## config.mk

```make
export PLATFORM = sky130hd
export DESIGN_NAME = jk_counter_ctrl
export DESIGN_NICKNAME = d
export VERILOG_FILES = /design/src/rtl/jk_counter_ctrl.sv
export SDC_FILE = /design/constraint.sdc
export NUM_CORES = 1
export LEC_CHECK = 0
export ABC_AREA = 0
export CORE_MARGIN = 4
export CORE_UTILIZATION = 50
export CTS_CLUSTER_DIAMETER = 200
export CTS_CLUSTER_SIZE = 10
export DETAILED_ROUTE_END_ITERATION = 8
export HOLD_SLACK_MARGIN = 0.08
export PLACE_DENSITY_LB_ADDON = 0.1
export SYNTH_ARGS = -nofsm -noshare
export SYNTH_HDL_FRONTEND = slang
export SYNTH_SLANG_ARGS = --single-unit
```

## constraint.sdc

```tcl
create_clock -name clk -period 4.65 [get_ports clk]
set_input_delay 1.1625 -clock clk [delete_from_list [all_inputs] [get_ports clk]]
set_output_delay 1.1625 -clock clk [all_outputs]
set_load 0.02 [all_outputs]
```

## src/rtl/jk_counter_ctrl.sv

```systemverilog
// Command sequencer for a WIDTH-bit JK flip-flop counter bank: clear, load, or
// count a programmed number of modulo-wrapping steps, then pulse done.
module jk_counter_ctrl #(
  parameter int WIDTH   = 4,
  parameter int MOD_MAX = 15
) (
  input  logic             clk,
  input  logic             rst_p,
  input  logic             cmd_valid,
  output logic             cmd_ready,
  input  logic [1:0]       cmd_op,
  input  logic [WIDTH-1:0] cmd_data,
  input  logic [WIDTH-1:0] q,
  output logic [WIDTH-1:0] j,
  output logic [WIDTH-1:0] k,
  output logic             busy,
  output logic             wrap,
  output logic             done
);

  typedef enum logic [2:0] {S_IDLE, S_CLR, S_LD, S_CNT, S_FIN} state_t;

  localparam logic [1:0]       OP_CLR = 2'b00;
  localparam logic [1:0]       OP_LD  = 2'b01;
  localparam logic [WIDTH-1:0] MAXV   = WIDTH'(MOD_MAX);

  state_t           state, state_nx;
  logic [WIDTH-1:0] steps, ld_val;
  logic             dir_dn;
  logic             accept;
  logic [WIDTH-1:0] set_v, clr_v, tog_v;
  logic [WIDTH-1:0] t_up, t_dn;

  assign accept = cmd_valid & cmd_ready;

  always_ff @(posedge clk or negedge rst_p) begin
    if (!rst_p) state <= S_IDLE;
    else        state <= state_nx;
  end

  // done is registered so it lands on the first IDLE cycle after FIN
  always_ff @(posedge clk or negedge rst_p) begin
    if (!rst_p) begin
      steps  <= '0;
      ld_val <= '0;
      dir_dn <= 1'b0;
      done   <= 1'b0;
    end else begin
      done <= (state == S_FIN);
      if (accept) begin
        steps  <= cmd_data;
        ld_val <= cmd_data;
        dir_dn <= cmd_op[0];
      end else if (state == S_CNT) begin
        steps <= steps - WIDTH'(1);
      end
    end
  end

  always_comb begin
    state_nx = state;
    case (state)
      S_IDLE: if (accept) begin
        if      (cmd_op == OP_CLR) state_nx = S_CLR;
        else if (cmd_op == OP_LD)  state_nx = S_LD;
        else if (cmd_data != '0)   state_nx = S_CNT;
        else                       state_nx = S_FIN;
      end
      S_CLR:   state_nx = S_FIN;
      S_LD:    state_nx = S_FIN;
      S_CNT:   if (steps == WIDTH'(1)) state_nx = S_FIN;
      S_FIN:   state_nx = S_IDLE;
      default: state_nx = S_IDLE;
    endcase
  end

  // per-bit toggle enables: bit i flips when all lower bits are 1 (up) / 0 (down)
  genvar gi;
  generate
    for (gi = 0; gi < WIDTH; gi++) begin : g_lane
      if (gi == 0) begin : g_lsb
        assign t_up[gi] = 1'b1;
        assign t_dn[gi] = 1'b1;
      end else begin : g_hi
        assign t_up[gi] = &q[gi-1:0];
        assign t_dn[gi] = ~|q[gi-1:0];
      end
      assign j[gi] = set_v[gi] | tog_v[gi];
      assign k[gi] = clr_v[gi] | tog_v[gi];
    end
  endgenerate

  always_comb begin
    set_v     = '0;
    clr_v     = '0;
    tog_v     = '0;
    wrap      = 1'b0;
    busy      = (state != S_IDLE);
    cmd_ready = (state == S_IDLE);
    case (state)
      S_CLR: clr_v = '1;
      S_LD: begin
        set_v = ld_val;
        clr_v = ~ld_val;
      end
      S_CNT: begin
        if (!dir_dn) begin
          // anything at or above MOD_MAX (including out-of-range loads) wraps to 0
          if (q >= MAXV) begin
            clr_v = q;
            wrap  = 1'b1;
          end else begin
            tog_v = t_up;
          end
        end else if (q == '0) begin
          set_v = MAXV;
          wrap  = 1'b1;
        end else begin
          tog_v = t_dn;
        end
      end
      default: ;
    endcase
  end

endmodule
```

==> impl_metrics.csv <==
group,metric,value,unit
flow_run,cap_violations,0,
clocking,clk_pin_slew,0.08,ns
synth,ys_async_sr_fraction,100,%
synth,yosysWarnings,0,
worst_setup_path,critPathLaunch,"q[2]",
die,start_util,55.7,%
placement,dp_worst_setup_slack,0.277,ns
clocking,holdBufCountCts,0,
route,viasPerCell,6.10,
sta,worst_pin_slew,0.808,ns
worst_setup_path,crit_fanout,9,
synth,synth_edf_count,0,
route,drc_errors,0,
worst_setup_path,worst-r2r-cell-count,3,
synth,synth_nets,123,
sta,period_share,94.8,%
synth,synth.ff_latch_count,13,
synth,synthesis.instances,108,
clocking,cts-root-buf,"clkbuf_4",
worst_setup_path,crit_family,"buffers and inverters",
route,ant_nets,0,
die,rows,14,
clocking,cts_setup_buffers,0,
pwr,vdd_ir_drop_max,0.000351,V
die,ios,25,
worst_setup_path,r2r_start,"state[1]",
worst_setup_path,crit_slowest_cell,"clkdlybuf4s50_1",
worst_setup_path,arrival,3.24,ns
worst_hold_path,min_path_type,"reg2reg",
worst_setup_path,start_kind,"primary input",
sta,setup_viol_count_final,0,
final_layout,antenna_cells,0,
die,die_h,49.9,µm
global_route,grt_pass1_vias,840,
sta,timing.fmax,227,MHz
final_layout,final_common_cell,"clkdlybuf4s50_1",
synth,synth_flop_cell,"dfrtp_1",
synth,syn_area,878,µm²
route,dr.pass1.iters,4,
worst_setup_path,setup.reg_to_reg.worst_slack,2.67,ns
global_route,grt_pass1_wl,3.70,mm
placement,dpl.hpwl,1.65,mm
worst_hold_path,hold_start,"ld_val[0]",
worst_setup_path,required,3.49,ns
clocking,cts_resized,0,
clocking,clock_latency,0.27,ns
pwr,power,0.672,mW
clocking,cts_buffer_depth,2,
sta,fin_crit,4.41,ns
placement,place.gp.congestion,0.851,
die,die_width,49.9,µm
global_route,grt-ovfl-total,0,
final_layout,nets,145,
clocking,cts-buffers-inserted,3,
sta,fin_skew,0.00590,ns
global_route,antenna_found_initial,0,
sta,slew_headroom,46.0,%
final_layout,area_growth,29.3,%
synth,ys_types,33,
worst_hold_path,hold_path_end,"ld_val[0]",
route,dr.first_iter.drc_count,14,
worst_setup_path,cp_num_buf_inv,2,
worst_setup_path,crit_chain,"clkdlybuf4s50_1 -> nor4b_1 -> a221oi_1 -> nor3_1 -> clkdlybuf4s50_1",
sta,finalMaxSlewViolations,0,
global_route,grt_max_degree,16,
final_layout,final_cell_mix,"clkdlybuf4s50_1, nand2_1, dfrtp_1, nor2_1, inv_1",
global_route,track_usage,18.8,%
sta,tns,0,ns
die,die_area,0.00249,mm²
worst_hold_path,hold-path-cell-count,2,
clocking,cts.sinks,13,
worst_setup_path,crit_top_cell,"clkdlybuf4s50_1",
synth,syn_avg_cell_area,8.13,µm²
final_layout,final_layout_size_suffix_gt1_share,4.65,%
clocking,cts_max_level,1,
worst_setup_path,cp-end-kind,"output port",
synth,yosysSeqAreaShare,37.0,%
sta,fin_ws,0.243,ns
placement,portBuffers,24,
clocking,cts_tree,"yes",
worst_setup_path,cp_slowest_stage_delay,0.63,ns
die,fp.coreArea,0.00158,mm²
route,routed_wl,2.17,mm
worst_setup_path,worstSetupPathType,"in2out",
sta,grt_setup_unrepaired,"false",
worst_setup_path,r2r_end,"steps[3]",
sta,finalHoldViolCount,0,
route,vias,885,
pwr,p_leak,0.468,nW
pwr,power_density,591,mW/mm²
run_status,status,"completed",
route,wl_per_cell,15.0,µm
## through the flow
stage	hold slack, ns	utilization, %	cells	cell area (µm²)
after global routing	0.544	72.1	145	1140
after global placement	0.462	70.4	141	1110
after detailed placement	0.475	70.4	141	1110
after floorplan	0.447	-	108	878
after CTS	0.492	72.1	145	1140
final	0.495	72.1	145	1140
## registers in the layout (all words and copies together), names as in the netlist
name / count
ld_val: 4
steps: 4
state: 3
dir_dn: 1
done: 1
## layout make-up
type	instances	area (µm²)
multi-input combinational	81	498
inverter	7	26.3
fill	127	440
clock buffer	4	26.3
tap	16	20.0
sequential	13	325
timing repair buffer	24	240
## logic make-up (layout without fill, tap and decap cells)
family                   Yosys count  after routing  share of synthesized area [%]
adder cells (fa/ha/maj)            2              2                           2.85
buffers and inverters             14             35                           6.27
multiplexers                       2              2                           2.42
AO/OA/AOI/OAI                     27             27                           21.4
AND/OR/NAND/NOR                   50             50                           30.1
flip-flops                        13             13                           37.0
## cell usage after synthesis (2+ instances only)
cell type  number  area [µm²]
nand2_1        16        60.1
dfrtp_1        13         325
nor2_1          8        30.0
inv_1           7        26.3
a21oi_1         6        30.0
nor3_1          6        30.0
clkbuf_1        5        18.8
o21ai_0         5        25.0
a211oi_1        4        30.0
nand3_1         4        20.0
nor3b_1         4        30.0
nand2b_1        3        18.8
a21o_1          2        15.0
a221o_1         2        20.0
a311oi_1        2        17.5
ha_1            2        25.0
nor2b_1         2        12.5
o211ai_1        2        15.0
## worst max path at each step
| stage | endpoint | slack, ns | cells past startpoint |
|---|---|---|---|
| after floorplan | j[3] | 1.10 | 4 |
| after global placement | j[3] | 0.37 | 5 |
| after detailed placement | j[3] | 0.28 | 5 |
| after CTS | j[3] | 0.27 | 5 |
| after global routing | j[3] | 0.15 | 5 |
| final | k[3] | 0.24 | 5 |
## per-layer routing
metal / global-route usage [%] / vias up / wire length, µm
met5: 0 / - / 0
met4: 5.53 / 0 / 12
met3: 4.82 / 2 / 142
met2: 33.0 / 37 / 1060
met1: 22.2 / 411 / 955
li1: - / 435 / -
## power breakdown
group	internal, mW	total, mW	switching, mW
Sequential	0.164	0.231	0.0670
Clock	0.0332	0.0703	0.0371
Combinational	0.179	0.370	0.191
Total	0.376	0.672	0.296
## worst register-to-register path: stages, from the launching register on
cell     delay, ns
dfrtp_1       0.54
or4b_1        0.72
mux2_2        0.33
a221o_1       0.29
Power figures use the tool's default switching activity.
